===== src/rtl/uart_probe_fmt_if.sv =====
// Byte-stream handshake between uart_probe_fmt and the downstream uart_tx.
// The master drives data/valid; the slave answers with ready.
interface uart_probe_fmt_if;
  logic [7:0] tx_data;
  logic       tx_valid;
  logic       tx_ready;

  modport master (output tx_data, output tx_valid, input tx_ready);
  modport slave  (input tx_data, input tx_valid, output tx_ready);
endinterface


===== src/rtl/uart_probe_fmt.sv =====
// Label/width-generic probe snapshot formatter emitting ASCII frames "L:HHH ... \r\n".
// Optional macro UART_PROBE_DELTA_EN: periodic ticks print only when the probe value changed.
module uart_probe_fmt #(
  parameter int unsigned         NUM_CH = 8,
  parameter int unsigned         CH_HEX = 4,
  parameter int unsigned         PERIOD = 27000000,
  parameter logic [8*NUM_CH-1:0] LABELS = '0
) (
  input  logic                       clk,
  input  logic                       rst_n,
  input  logic                       enable,
  input  logic                       trig,
  input  logic [NUM_CH*CH_HEX*4-1:0] probe,
  uart_probe_fmt_if.master           tx,
  output logic                       busy,
  output logic [7:0]                 overrun_cnt
);
  localparam int unsigned PW = NUM_CH * CH_HEX * 4;
  localparam int unsigned TW = $clog2(PERIOD);
  localparam int unsigned CW = (NUM_CH > 1) ? $clog2(NUM_CH) : 1;
  localparam int unsigned DW = (CH_HEX > 1) ? $clog2(CH_HEX) : 1;
  localparam logic [TW-1:0] TIMER_MAX = TW'(PERIOD - 1);
  localparam logic [CW-1:0] CH_LAST   = CW'(NUM_CH - 1);
  localparam logic [DW-1:0] DIG_TOP   = DW'(CH_HEX - 1);

  typedef enum logic [2:0] {IDLE, LABEL, COLON, DIGIT, SEP, LF} state_t;

  state_t        state_q, state_d;
  logic [CW-1:0] ch_q, ch_d;
  logic [DW-1:0] dig_q, dig_d;
  logic [PW-1:0] snap_q;
  logic [TW-1:0] timer_q;
  logic          tick, req, start, accept;
  logic [3:0]    nib;
  logic [7:0]    label, hex_char, data;

  assign tick = (timer_q == TIMER_MAX) && enable;

`ifdef UART_PROBE_DELTA_EN
  // snap_q always holds the last transmitted snapshot; primed_q forces the first print.
  logic primed_q;
  assign req = trig || (tick && (!primed_q || (probe != snap_q)));

  always_ff @(posedge clk or negedge rst_n) begin
    if (!rst_n)     primed_q <= 1'b0;
    else if (start) primed_q <= 1'b1;
  end
`else
  assign req = tick || trig;
`endif

  assign start  = req && (state_q == IDLE);
  assign accept = tx.tx_valid && tx.tx_ready;

  // NOTE: sequential state uses non-blocking assignments so every flop samples pre-edge values.
  always_ff @(posedge clk or negedge rst_n) begin
    if (!rst_n) timer_q <= '0;
    else        timer_q <= (timer_q == TIMER_MAX) ? '0 : timer_q + 1'b1;
  end

  // Requests arriving while a frame is in flight are dropped and counted, never queued.
  always_ff @(posedge clk or negedge rst_n) begin
    if (!rst_n) begin
      snap_q      <= '0;
      overrun_cnt <= 8'd0;
    end else begin
      if (start) snap_q <= probe;
      if (req && (state_q != IDLE) && (overrun_cnt != 8'hFF))
        overrun_cnt <= overrun_cnt + 8'd1;
    end
  end

  always_ff @(posedge clk or negedge rst_n) begin
    if (!rst_n) begin
      state_q <= IDLE;
      ch_q    <= '0;
      dig_q   <= '0;
    end else begin
      state_q <= state_d;
      ch_q    <= ch_d;
      dig_q   <= dig_d;
    end
  end

  always_comb begin
    label    = LABELS[int'(ch_q)*8 +: 8];
    nib      = snap_q[(int'(ch_q)*CH_HEX + int'(dig_q))*4 +: 4];
    hex_char = (nib < 4'd10) ? (8'h30 + {4'h0, nib}) : (8'h37 + {4'h0, nib});
  end

  // NOTE: every output of this block gets a default first, so no path can infer a latch.
  always_comb begin
    state_d = state_q;
    ch_d    = ch_q;
    dig_d   = dig_q;
    data    = 8'h00;
    case (state_q)
      IDLE: if (req) begin
        state_d = LABEL;
        ch_d    = '0;
      end
      LABEL: begin
        data = label;
        if (accept) state_d = COLON;
      end
      COLON: begin
        data = 8'h3A;
        if (accept) begin
          state_d = DIGIT;
          dig_d   = DIG_TOP;
        end
      end
      DIGIT: begin
        data = hex_char;
        if (accept) begin
          if (dig_q == '0) state_d = SEP;
          else             dig_d   = dig_q - 1'b1;
        end
      end
      SEP: begin
        data = (ch_q == CH_LAST) ? 8'h0D : 8'h20;
        if (accept) begin
          if (ch_q == CH_LAST) state_d = LF;
          else begin
            state_d = LABEL;
            ch_d    = ch_q + 1'b1;
          end
        end
      end
      LF: begin
        data = 8'h0A;
        if (accept) state_d = IDLE;
      end
      default: state_d = IDLE;
    endcase
  end

  // Outputs decode straight from the state flop, so reset clears them asynchronously.
  assign tx.tx_valid = (state_q != IDLE);
  assign tx.tx_data  = data;
  assign busy        = (state_q != IDLE);
endmodule


===== src/flat_wrapper.sv =====
// flat-port wrapper written by rule: the top's interface ports become plain ports
module uart_probe_fmt_flat 
#(
  parameter int unsigned         NUM_CH = 8,
  parameter int unsigned         CH_HEX = 4,
  parameter int unsigned         PERIOD = 27000000,
  parameter logic [8*NUM_CH-1:0] LABELS = '0
)
  (clk, rst_n, enable, trig, probe, busy, overrun_cnt, tx_tx_data, tx_tx_valid, tx_tx_ready);
  uart_probe_fmt_if tx_i ();
  input  logic clk;
  input  logic rst_n;
  input  logic enable;
  input  logic trig;
  input  logic [NUM_CH*CH_HEX*4-1:0] probe;
  output logic busy;
  output logic [7:0] overrun_cnt;
  output wire logic [$bits(tx_i.tx_data)-1:0] tx_tx_data;
  output wire logic [$bits(tx_i.tx_valid)-1:0] tx_tx_valid;
  input wire logic [$bits(tx_i.tx_ready)-1:0] tx_tx_ready;
  assign tx_tx_data = tx_i.tx_data;
  assign tx_tx_valid = tx_i.tx_valid;
  assign tx_i.tx_ready = tx_tx_ready;
  uart_probe_fmt #(.NUM_CH(NUM_CH), .CH_HEX(CH_HEX), .PERIOD(PERIOD), .LABELS(LABELS)) u_core (.clk(clk), .rst_n(rst_n), .enable(enable), .trig(trig), .probe(probe), .tx(tx_i), .busy(busy), .overrun_cnt(overrun_cnt));
endmodule

===== config.mk =====
export PLATFORM = sky130hd
export DESIGN_NAME = uart_probe_fmt_flat
export DESIGN_NICKNAME = d
export VERILOG_FILES = /design/src/rtl/uart_probe_fmt_if.sv /design/src/rtl/uart_probe_fmt.sv /design/src/flat_wrapper.sv
export SDC_FILE = /design/constraint.sdc
export NUM_CORES = 1
export LEC_CHECK = 0
export CAP_MARGIN = 10
export CORE_MARGIN = 2
export CORE_UTILIZATION = 53
export CTS_CLUSTER_DIAMETER = 150
export CTS_CLUSTER_SIZE = 14
export DETAILED_ROUTE_END_ITERATION = 10
export PLACE_DENSITY_LB_ADDON = 0.25
export SLEW_MARGIN = 5
export SYNTH_ARGS = -nofsm -noshare
export SYNTH_HDL_FRONTEND = slang
export SYNTH_SLANG_ARGS = --single-unit

===== constraint.sdc =====
create_clock -name clk -period 9.4 [get_ports clk]
set_clock_uncertainty 0.05 [all_clocks]
set_input_delay 0.94 -clock clk [delete_from_list [all_inputs] [get_ports clk]]
set_output_delay 0.94 -clock clk [all_outputs]
set_load 0.02 [all_outputs]

==> summary.txt, run 1 <==
top cell type's share of synthesized area: 0.5222
H-tree depth: 4
DRC Markers: 0
CP startpoint kind: flip-flop
crit path launch: u_core.dig_q[0]
final hold viol count: 0
crit path cell chain: mux4_1 -> mux4_2 -> mux2i_1 -> a21boi_0 -> xor2_1 -> o21ai_0 -> clkdlybuf4s50_1
Clock Sinks: 169
Gate power share: 0.357
Max clock buf depth: 2
Required @ worst endpoint: 8410 ps
outcome: complete, no violations
GP Congestion: 0.8603
switching share of power: 0.3144
GRT overflow: 0
reg2reg setup slack: 6140 ps
Slew @ Worst Pin: 1081 ps
fin nets: 838
Post-synth top cells: 169 x dfrtp_1, 130 x mux2_2, 26 x nor2_1
NetSw: 1.031 mW
Tmin final: 5217 ps
Hold WC Path Type: reg -> reg
Most used DFF post-synth: dfrtp_1
critical path arrival: 4230 ps
Seq pwr share: 0.416
crit path capture type: output port
io pins: 151
CP max FO: 34
ranking of synthesized cells by area: dfrtp_1 52%, mux2_2 18%, mux4_2 7.0%
Max Freq: 0.1917 GHz
TritonCTS clock tree: built
pre-CTS WS: 4670 ps
Clk pwr share: 0.227
initial antenna violation count: 0
RSZ-0062 raised after global routing: false
R2R Path End: u_core.snap_q[34]
YS warnings: 0
clock latency on the worst-skew pair: 420 ps
Post-Synthesis Cells: 560
Critical-path top delay cell: dfrtp_2
DR WL/cell: 21.48 µm
vias in the first global route: 5,373
Mean Syn Cell Area: 14.46 µm²
starting density of the core: 0.5367
Max-cap violations: 0
Core Region: 15,090 µm²
power per cell area: 319.3 nW/µm²
Post-CTS Hold Buffers: 0
root buffer cell: clkbuf_16
internal power: 2.249 mW
Post-synth EDFFs: 0
Worst slew margin: 0.2795
die height: 127.6 µm
final worst-path cycle share: 0.5550
Fin Setup TNS: 0 ps
Buffers on Ports: 149
sequential area share after synthesis: 0.5222
Final Slew Violations: 0
largest net degree at the start of global routing: 91
Final ANT Viol Nets: 0
top-count cell post-synth: dfrtp_1
die width: 127.6 µm
clk slew on worst S/H paths: 60 ps
Die ar.: 16,290 µm²
Area growth, synth to finish: 26.85%
post-cts gate resize count: 0
Mapped Area: 8099 µm²
fraction of layout cells with a size suffix above 1: 0.2809
Crit path largest cell delay: 980 ps
count of cell types in the netlist: 54
final worst setup slack: 4183 ps
first drt pass iteration count: 4
DRT iter0 DRCs: 423
P_leak: 4.224 nW
Via Count: 5,159
ANT cells: 0
ys async rst share: 1.000
global-route wire length before repair: 29.64 mm
CP Class: reg -> out
Syn Nets: 699
Rows: 45
Peak VDD IR: 165.0 µV
DP HPWL: 14.18 mm
vias per inst: 5.732
GRT Resource Usage Total: 0.2475
leading area contributor after synthesis: dfrtp_1
Final Setup Violations: 0
worst setup path end: tx_tx_data[0]
FF-to-FF path depth: 6
reg2reg start: u_core.timer_q[12]
Seq cells post-synth: 169
# Post-CTS Setup Buffers: 0
TritonCTS buffer count: 17
DRT Wirelength: 19.33 mm
[routing by layer]
metal / up-vias / part of all wire / wire length (µm) / track usage
li1: 2351 / - / - / -
met1: 2609 / 0.40 / 7694 / 0.3021
met2: 162 / 0.53 / 10340 / 0.4379
met3: 37 / 0.039 / 748 / 0.04941
met4: 0 / 0.028 / 546 / 0.09050
met5: - / 0 / 0 / 0
[worst min path at each step]
| stage | from | end | slack, ps | cells past startpoint |
|---|---|---|---|---|
| final | u_core.timer_q[4] | u_core.timer_q[4] | 440 | 1 |
| after global routing | u_core.timer_q[4] | u_core.timer_q[4] | 460 | 1 |
| after CTS | u_core.timer_q[4] | u_core.timer_q[4] | 440 | 1 |
| after detailed placement | u_core.timer_q[4] | u_core.timer_q[4] | 430 | 1 |
| after global placement | u_core.timer_q[4] | u_core.timer_q[4] | 410 | 1 |
| after floorplan | u_core.timer_q[4] | u_core.timer_q[4] | 390 | 1 |
[registers in the layout, indices dropped and copies added (netlist names)]
signal	cells
u_core.state_q	3
u_core.ch_q	3
u_core.overrun_cnt	8
u_core.timer_q	25
u_core.dig_q	2
u_core.snap_q	128
[cell usage in the layout (no fill, tap or decap), drive strengths merged, types with 7 or more instances in the layout]
cell / Yosys / layout
xnor2: 13 / 13
o21ai: 14 / 14
and3: 7 / 7
nor2: 27 / 27
clkbuf: 10 / 20
xor2: 14 / 14
nand2: 19 / 19
nand3: 14 / 14
dfrtp: 169 / 169
mux4: 40 / 40
clkdlybuf4s50: 0 / 148
mux2: 131 / 131
inv: 8 / 12
[final cells by class]
class | count | area (µm²)
Inverter | 8 | 30.03
Clock inverter | 12 | 185.2
Multi-Input combinational cell | 350 | 3603
Fill cell | 1058 | 4816
Tap cell | 188 | 235.2
Sequential cell | 169 | 4230
Timing Repair Buffer | 153 | 1543
Clock buffer | 20 | 446.7
[kinds of logic (layout without fill, tap and decap cells)]
logic type	after synthesis	after routing	synth area share
compound gates	39	39	0.03399
xor+xnor	27	27	0.02920
fa+ha+maj	7	7	0.01050
buf+inv	41	193	0.03414
flops	169	169	0.5222
mux	174	174	0.3050
other cells	1	1	0.0004630
simple gates	102	102	0.06458
[through the flow]
step | total power, mW | hold slack [ps] | util | cell area, µm² | instances
final | 3.280 | 436.1 | 0.6808 | 10270 | 900
after global routing | 3.452 | 463.2 | 0.6808 | 10270 | 900
after CTS | 3.294 | 438.8 | 0.6790 | 10250 | 899
after detailed placement | 2.537 | 425.7 | 0.6371 | 9614 | 867
after floorplan | 2.161 | 388.0 | - | 8099 | 560
after global placement | 2.474 | 405.7 | 0.6371 | 9614 | 867
[power by group through the flow]
stage                     logic (mW)  clock network, mW  registers, mW
after floorplan                0.990                  0           1.17
after global placement          1.11                  0           1.36
after detailed placement        1.16                  0           1.38
after CTS                       1.17              0.754           1.37
after global routing            1.26              0.789           1.40
final                           1.17              0.745           1.37
[critical path: cells and delay by family, from the launching register on]
kind / cells / cell delay (ps)
AOI/OAI and AO/OA: 2 / 370
xor gates and xnor gates: 1 / 170
muxes: 3 / 1640
DFF: 1 / 980
buffers and inverters: 1 / 630
(Power assumes the default switching activity.)
==> run 2: changes to the inputs <==
- clock period: 9.4 -> 5.3 ns (I/O delays scaled with it)
==> summary.txt, run 2 (same netlist as run 1, synthesis figures left out) <==
Crit path largest cell delay: 670 ps
ANT cells: 0
Tmin final: 4690 ps
Peak VDD IR: 307.8 µV
Max-cap violations: 0
Top delay family on crit path: multiplexers
worst path bufs/invs: 2
fin nets: 840
DR WL/cell: 20.75 µm
dpl cells: 870
first drt pass iteration count: 4
root buffer cell: clkbuf_16
DP Area: 9649 µm²
DRC Markers: 0
CP startpoint kind: flip-flop
Via Count: 5,221
Buffers on Ports: 149
most frequent cells in the layout: 168 x dfrtp_1, 148 x clkdlybuf4s50_1, 130 x mux2_2
Core Util, Final: 0.6781
outcome: complete, no violations
Top Registers: u_core.snap_q (128), u_core.timer_q (25), u_core.overrun_cnt (8)
final hold viol count: 0
Top reg by flops: u_core.snap_q
power per cell area: 559.4 nW/µm²
starting density of the core: 0.5367
Max clock buf depth: 2
GP Congestion: 0.8576
TritonCTS clock tree: built
P_leak: 4.210 nW
RSZ-0062 raised after global routing: false
Worst slew margin: 0.2953
io pins: 151
GRT Resource Usage Total: 0.2457
Clock Sinks: 169
die width: 127.6 µm
die height: 127.6 µm
Hold WC Path Type: in -> async
fraction of layout cells with a size suffix above 1: 0.2847
CP max FO: 18
DRT iter0 DRCs: 361
DRT Wirelength: 18.70 mm
Core Region: 15,090 µm²
GRT overflow: 0
Critical-path top delay cell: dfrtp_2
pre-CTS WS: 1006 ps
Slew @ Worst Pin: 1057 ps
Final Slew Violations: 0
initial antenna violation count: 0
Fin Setup TNS: 0 ps
Required @ worst endpoint: 4720 ps
Die ar.: 16,290 µm²
largest net degree at the start of global routing: 120
Final Setup Violations: 0
Post-CTS Hold Buffers: 0
final worst-path cycle share: 0.8850
Fin Hold WS: 190.0 ps
max reg flops: 128
Rows: 45
clk slew on worst S/H paths: 60 ps
critical path arrival: 4110 ps
post-cts gate resize count: 0
Max Freq: 0.2132 GHz
Area growth, synth to finish: 26.34%
vias per inst: 5.795
crit path cell chain: buf_4 -> mux4_1 -> mux4_2 -> mux2i_1 -> a21boi_0 -> xor2_1 -> o21ai_0 -> clkdlybuf4s50_1
TritonCTS buffer count: 17
# Post-CTS Setup Buffers: 0
CP Class: reg -> out
global-route wire length before repair: 29.59 mm
H-tree depth: 4
vias in the first global route: 5,592
Layout fillers: 1,039
clock latency on the worst-skew pair: 420 ps
fin area: 10,230 µm²
crit path capture type: output port
final worst setup slack: 609.5 ps
Final ANT Viol Nets: 0
most common cell after layout, fill and taps aside: dfrtp_1
Non-Filler Instances: 901
DP HPWL: 13.91 mm
Final Power: 5.724 mW
==> run 2: worst paths after layout <==
kind                                    start                 end  slack [ps]  depth (start not counted)
max in group asynchronous               rst_n   u_core.snap_q[37]        3760                          2
hold / removal                          rst_n  u_core.timer_q[21]         190                          1
setup / recovery              u_core.dig_q[0]       tx_tx_data[0]         610                          8
min in group clk            u_core.timer_q[4]   u_core.timer_q[4]         430                          1
setup reg to reg           u_core.timer_q[12]   u_core.snap_q[61]        1650                          6
hold reg to reg             u_core.timer_q[4]   u_core.timer_q[4]         430                          1
==> run 2: cell type report <==
class | instances | area (µm²) | share of cell area
repair buffers | 155 | 1550 | 0.1515
inverters | 8 | 30.03 | 0.002935
multi-input cells | 350 | 3603 | 0.3522
flip-flops and latches | 169 | 4230 | 0.4134
clock buffers | 18 | 439.2 | 0.04292
well taps | 188 | 235.2 | 0.02299
clock inverters | 13 | 143.9 | 0.01406
==> run 2: where the power goes <==
group	total, mW	leakage [nW]	switching (mW)	internal [mW]
clock network	1.22	0.281	0.516	0.709
registers	2.37	2.05	0.516	1.85
logic	2.13	1.88	0.789	1.35
total	5.72	4.21	1.82	3.90
==> run 2: worst reg2reg max path, stage by stage, from the launching register on <==
cell and delay (ps):
dfrtp_1 420, nand4_1 250, or4b_1 610, o41a_4 460, nor2_4 740, buf_4 590
mux2_2 420
==> run 2: per-layer routing <==
| layer | routed length, µm | vias to the layer above | GRT usage |
|---|---|---|---|
| li1 | - | 2360 | - |
| met1 | 7296 | 2640 | 0.2941 |
| met2 | 9841 | 176 | 0.4250 |
| met4 | 699 | 0 | 0.1125 |
| met3 | 860 | 45 | 0.05570 |
| met5 | 0 | - | 0 |
